File: src/rtl/lane_enc_pkg.sv
// rtl/lane_enc_pkg.sv - shared constants and helpers for the lane block encoder
//
// Purpose: sync header codes, 66-bit block geometry and field offsets used by
//          lane_block_encoder and lane_block_packer.
// Ports:   none (package).

package lane_enc_pkg;

  localparam logic [1:0] SYNC_DATA = 2'b10;
  localparam logic [1:0] SYNC_OS   = 2'b01;

  localparam int BLOCK_W     = 66;
  localparam int HDR_W       = 2;
  localparam int PAYLOAD_W   = 64;
  localparam int HDR_LSB     = 0;
  localparam int PAYLOAD_LSB = 2;

  // Header for a block whose byte-0 data_os value was os.
  function automatic logic [1:0] sync_hdr(input logic os);
    return os ? SYNC_DATA : SYNC_OS;
  endfunction

endpackage

File: src/rtl/lane_block_packer.sv
// rtl/lane_block_packer.sv - per-lane byte accumulator and 66-bit block register
//
// Purpose: collects one lane's bytes into a 64-bit payload by byte index and
//          publishes {payload, header} into the block register on load.
// Ports:
//   clk        in   block clock
//   rst        in   synchronous active-low reset
//   clear      in   discard accumulator and block register (enable drop)
//   wr_en      in   write byte_in at wr_idx this edge
//   wr_idx     in   payload byte index 0..7
//   byte_in    in   lane byte
//   load       in   copy the assembled block (including this edge's byte)
//   hdr        in   2-bit sync header for the block being loaded
//   block_out  out  registered block, [1:0] header, [65:2] payload

module lane_block_packer
  import lane_enc_pkg::*;
(
  input  logic               clk,
  input  logic               rst,
  input  logic               clear,
  input  logic               wr_en,
  input  logic [2:0]         wr_idx,
  input  logic [7:0]         byte_in,
  input  logic               load,
  input  logic [HDR_W-1:0]   hdr,
  output logic [BLOCK_W-1:0] block_out
);

  logic [PAYLOAD_W-1:0] acc;
  logic [PAYLOAD_W-1:0] acc_next;

  // The last byte lands on the same edge as the load, so the output register
  // is fed from the merged view rather than the stored accumulator.
  always_comb begin
    acc_next = acc;
    if (wr_en) begin
      acc_next[{wr_idx, 3'b000} +: 8] = byte_in;
    end
  end

  always_ff @(posedge clk) begin
    if (!rst || clear) begin
      acc       <= '0;
      block_out <= '0;
    end else begin
      acc <= acc_next;
      if (load) begin
        block_out[PAYLOAD_LSB +: PAYLOAD_W] <= acc_next;
        block_out[HDR_LSB +: HDR_W]         <= hdr;
      end
    end
  end

endmodule

File: src/rtl/lane_block_encoder.sv
// rtl/lane_block_encoder.sv - two-lane 64b/66b block packer with sync header
//
// Purpose: packs one byte per lane per cycle into 66-bit blocks, strobes
//          block_valid once per completed block pair, flags header changes.
// Ports:
//   clk               in   block clock
//   rst               in   synchronous active-low reset
//   enable_enc        in   low discards all state (like reset)
//   data_os           in   1 = transport data, 0 = ordered set
//   lane_0_tx_in      in   lane 0 byte
//   lane_1_tx_in      in   lane 1 byte
//   lane_0_block_out  out  lane 0 block, [1:0] header, [65:2] payload
//   lane_1_block_out  out  lane 1 block, same layout
//   block_valid       out  one-cycle strobe, both blocks are new
//   os_err            out  sticky, data_os changed inside a block

module lane_block_encoder
  import lane_enc_pkg::*;
#(
  parameter int BYTES_PER_BLOCK = 8
) (
  input  logic               clk,
  input  logic               rst,
  input  logic               enable_enc,
  input  logic               data_os,
  input  logic [7:0]         lane_0_tx_in,
  input  logic [7:0]         lane_1_tx_in,
  output logic [BLOCK_W-1:0] lane_0_block_out,
  output logic [BLOCK_W-1:0] lane_1_block_out,
  output logic               block_valid,
  output logic               os_err
);

  localparam logic [2:0] CNT_LAST = 3'(BYTES_PER_BLOCK - 1);

  localparam logic [0:0] ST_IDLE = 1'b0;
  localparam logic [0:0] ST_FILL = 1'b1;

  logic [0:0]       state;
  logic [2:0]       counter;
  logic             hdr_os;
  logic             first_byte;
  logic             last_byte;
  logic             load;
  logic [HDR_W-1:0] hdr;

  // Counter is forced to 0 whenever the encoder is idle, so the IDLE->FILL
  // edge and every wrap both land on byte 0.
  assign first_byte = (state == ST_IDLE) || (counter == 3'd0);
  assign last_byte  = (counter == CNT_LAST);
  assign load       = enable_enc && last_byte;
  assign hdr        = sync_hdr(hdr_os);

  always_ff @(posedge clk) begin
    if (!rst || !enable_enc) begin
      state       <= ST_IDLE;
      counter     <= 3'd0;
      hdr_os      <= 1'b0;
      os_err      <= 1'b0;
      block_valid <= 1'b0;
    end else begin
      state       <= ST_FILL;
      counter     <= counter + 3'd1;
      block_valid <= last_byte;
      if (first_byte) begin
        hdr_os <= data_os;
      end else if (data_os != hdr_os) begin
        os_err <= 1'b1;
      end
    end
  end

  lane_block_packer u_lane_0 (
    .clk       (clk),
    .rst       (rst),
    .clear     (!enable_enc),
    .wr_en     (enable_enc),
    .wr_idx    (counter),
    .byte_in   (lane_0_tx_in),
    .load      (load),
    .hdr       (hdr),
    .block_out (lane_0_block_out)
  );

  lane_block_packer u_lane_1 (
    .clk       (clk),
    .rst       (rst),
    .clear     (!enable_enc),
    .wr_en     (enable_enc),
    .wr_idx    (counter),
    .byte_in   (lane_1_tx_in),
    .load      (load),
    .hdr       (hdr),
    .block_out (lane_1_block_out)
  );

endmodule

File: config.mk
export PLATFORM = sky130hd
export DESIGN_NAME = lane_block_encoder
export DESIGN_NICKNAME = d
export VERILOG_FILES = /design/src/rtl/lane_enc_pkg.sv /design/src/rtl/lane_block_packer.sv /design/src/rtl/lane_block_encoder.sv
export SDC_FILE = /design/constraint.sdc
export NUM_CORES = 1
export LEC_CHECK = 0
export BUFFER_PORTS_ARGS = -buffer_cell sky130_fd_sc_hd__buf_2
export CAP_MARGIN = 20
export CORE_AREA = 2 2 205 207
export CTS_CLUSTER_DIAMETER = 120
export DETAILED_ROUTE_END_ITERATION = 10
export DIE_AREA = 0 0 207 209
export PLACE_DENSITY = 0.52
export SETUP_SLACK_MARGIN = 0.05
export SYNTH_ARGS = -nofsm -noshare
export SYNTH_HDL_FRONTEND = slang
export SYNTH_HIERARCHICAL = 1
export SYNTH_SLANG_ARGS = --single-unit
export TNS_END_PERCENT = 10
File: constraint.sdc
create_clock -name clk -period 2.8 [get_ports clk]
set_input_delay 0.42 -clock clk [delete_from_list [all_inputs] [get_ports clk]]
set_output_delay 0.42 -clock clk [all_outputs]
set_load 0.1 [all_outputs]
==> reports/qor.csv <==
stage,metric,value,unit
flow_run,drv_cap,0,
synthesis,synth_edf_count,0,
floorplan,die_w,207,µm
floorplan,die_y,209,µm
routing,detail-route-antenna-nets,0,
finish,instances_no_fill,1784,
clocking,cts_resized,0,
critical_path,worst_setup_path_start_kind,register,
finish,stdcell_area,12470,µm²
floorplan,rows,75,
routing,first_pass_iters,5,
synthesis,syn-num-nets,1151,
synthesis,ys_ff_latch,267,
finish,ff_latch_area,5345,µm²
clocking,root_buffer,clkbuf_16,
worst_hold_path,worstHoldPathCells,3,
floorplan,pin_count,154,
grt,overflow,0,
clocking,cts-htree-levels,1,
critical_path,worstPathMaxFanout,16,
critical_path,crit-reg2reg-capture,u_lane_1/block_out[3],
finish,fill_cells,4438,
sta,timing.fmax,413.9,MHz
grt,grt_pass1_wl,50630,µm
place,place_ws,0.4147,ns
floorplan,core,41290,µm²
clocking,holdBufCountCts,0,
worst_hold_path,min_from,lane_1_tx_in[2],
grt,grt_pass1_vias,8617,
grt,grt.total_usage,14.47,%
floorplan,start_util,24.59,%
sta,finalCritPeriodShare,86.28,%
sta,holdWs,0.2481,ns
place,io_buffers,153,
worst_hold_path,holdCritPathClass,input port to register,
grt,grt_max_degree,65,
critical_path,r2r_cells,5,
worst_hold_path,holdPathEnd,u_lane_1/acc[34],
finish,area_growth,22.82,%
power_and_ir_drop,ir_worst_vdd,433.3,µV
synthesis,syn_avg_cell_area,9.051,µm²
finish,layout-drive-gt1-share,21.37,%
power_and_ir_drop,p_leak,0.004597,µW
synthesis,synth_cells,1122,
status,status,"finished, final reports clean",
sta,rsz0062_at_grt,no,
finish,multiInputGateArea,4233,µm²
clocking,cts.sinks,267,
clocking,tritoncts,yes,
critical_path,arrival,2.90,ns
routing,wire_per_inst,18.29,µm
critical_path,critPathRequiredTime,3.28,ns
place,dpl-instance-area,11460,µm²
critical_path,worstSetupPathType,register to register,
sta,worstMarginPinSlew,0.8570,ns
synthesis,async_flop_share,0,%
synthesis,yosys_warnings,6,
routing,vias_per_cell,5.115,
finish,num_antenna_cells,0,
critical_path,r2r_start,counter[2],
floorplan,dieArea,43260,µm²
sta,slew_viol_final,0,
synthesis,yosysSeqAreaShare,52.64,%
power_and_ir_drop,power.density,659.9,nW/µm²
routing,vias,9126,
synthesis,ys_dominant_reg_cell,dfxtp_1,
place,placed_cells_incl_taps,1727,
sta,hold_violations,0,
finish,final_net_count,1250,
sta,fin_tns_setup,0,ns
critical_path,end_kind,register,
sta,fin_crit,2.416,ns
critical_path,regToRegSetupSlack,0.38,ns
sta,slew_headroom,42.73,%
clocking,clk_pin_slew,0.06,ns
place,hpwl,20720,µm
sta,fin_skew,0.006091,ns
clocking,cts_buffers,31,
place,routabilityCongestion,0.7372,
routing,wirelength,32630,µm
clocking,cts_setup_buffers,0,
sta,fin_ws,0.3841,ns
synthesis,synth_area,10150,µm²
sta,setup_viol,0,
routing,route.detailed.drc,0,
grt,grt_antenna_before_repair,1,
synthesis,synth.distinct_cells,46,
clocking,clockBufferDepth,3,
routing,drt_iter0_markers,540,
clocking,clk_latency,0.55,ns
[flip-flops by register name (all words and copies together) (netlist names)]
| register | count |
|---|---|
| u_lane_0/block_out | 66 |
| u_lane_1/block_out | 66 |
| u_lane_0/acc | 64 |
| u_lane_1/acc | 64 |
| counter | 3 |
| block_valid | 1 |
| hdr_os | 1 |
| os_err | 1 |
| state | 1 |
[where the power goes]
part / switching, µW / internal (µW) / total (µW)
registers: 5.31 / 3810 / 3810
clock network: 1620 / 2370 / 3990
logic: 321 / 109 / 429
total: 1940 / 6290 / 8230
[layout by cell type (no fill, tap or decap), types with 4 or more instances in the layout]
cell / instances
a21oi_1: 128
a31oi_1: 129
and3b_1: 10
buf_12: 10
buf_2: 153
buf_4: 23
clkbuf_1: 6
clkbuf_16: 31
clkbuf_8: 6
clkinv_2: 9
dfxtp_1: 267
ha_1: 9
inv_1: 19
mux2i_1: 4
nand2_1: 19
nand2b_1: 4
nand3_1: 35
nand4_1: 38
nand4b_1: 17
nor2_1: 10
o21ai_0: 222
o21ai_2: 8
o31ai_1: 24
or3_1: 18
or3_2: 6
[cell families (layout without fill, tap and decap cells)]
kind of cell             count (synthesis)  in the layout  synth area share [%]
multiplexers                             4              4                0.3943
AO/OA/AOI/OAI                          517            517                 28.12
flip-flops                             267            267                 52.64
adder cells (fa/ha/maj)                  9              9                 1.109
XOR/XNOR                                 1              1               0.08627
AND/OR/NAND/NOR                        185            185                 11.75
buffers and inverters                  139            262                 5.902
[stage by stage]
step	power [µW]	utilization, %
after CTS	8323	30.21
after detailed placement	4325	27.76
after global placement	4324	27.76
final	8231	30.21
after floorplan	4165	-
after global routing	8522	30.21
[critical path, cell delays in order, from the launching register on]
cell      delay (ns)
dfxtp_1         0.53
inv_1           0.12
ha_1            0.38
nand3b_1        0.53
or3_2           0.61
a31oi_1         0.17
[worst max-delay path by stage]
stage,start,endpoint,depth (start not counted)
2_1_floorplan,counter[0],u_lane_1/block_out[44],8
3_3_place_gp,counter[1],u_lane_1/block_out[7],6
4_1_cts,counter[1],u_lane_0/block_out[41],7
5_1_grt,counter[2],u_lane_1/block_out[5],5
3_5_place_dp,counter[1],u_lane_0/block_out[41],7
6_report,counter[2],u_lane_1/block_out[3],5
[Yosys cell counts (4+ instances only)]
master	number	area, µm²
nand4b_1	17	148.9
nand2b_1	6	37.54
nand3_1	35	175.2
nand4_1	38	237.7
o21ai_0	222	1111
inv_1	19	71.32
and3b_1	10	87.58
buf_2	17	85.08
nor2_1	10	37.54
clkbuf_1	94	352.8
or3_2	6	45.04
a21oi_1	128	640.6
a31oi_1	129	807.0
dfxtp_1	267	5345
ha_1	9	112.6
o21ai_2	8	70.07
buf_6	4	45.04
o31ai_1	24	180.2
nand2_1	19	71.32
mux2i_1	4	40.04
or3_1	18	112.6
[layer usage]
metal / vias to the layer above / routed length [µm] / global-route usage, %
li1: 4371 / - / -
met5: - / 16 / 0
met2: 296 / 14980 / 22.99
met3: 50 / 2340 / 3.577
met1: 4407 / 14600 / 19.66
met4: 2 / 694 / 3.645
[cell type report]
class / count / share of cell area (%)
clock buffers: 43 / 7.063
clock inverters: 14 / 1.033
inverters: 19 / 0.5718
multi-input cells: 716 / 33.94
flip-flops and latches: 267 / 42.86
well taps: 539 / 5.407
repair buffers: 186 / 9.129
No activity file was read; power rests on OpenSTA's default activity.
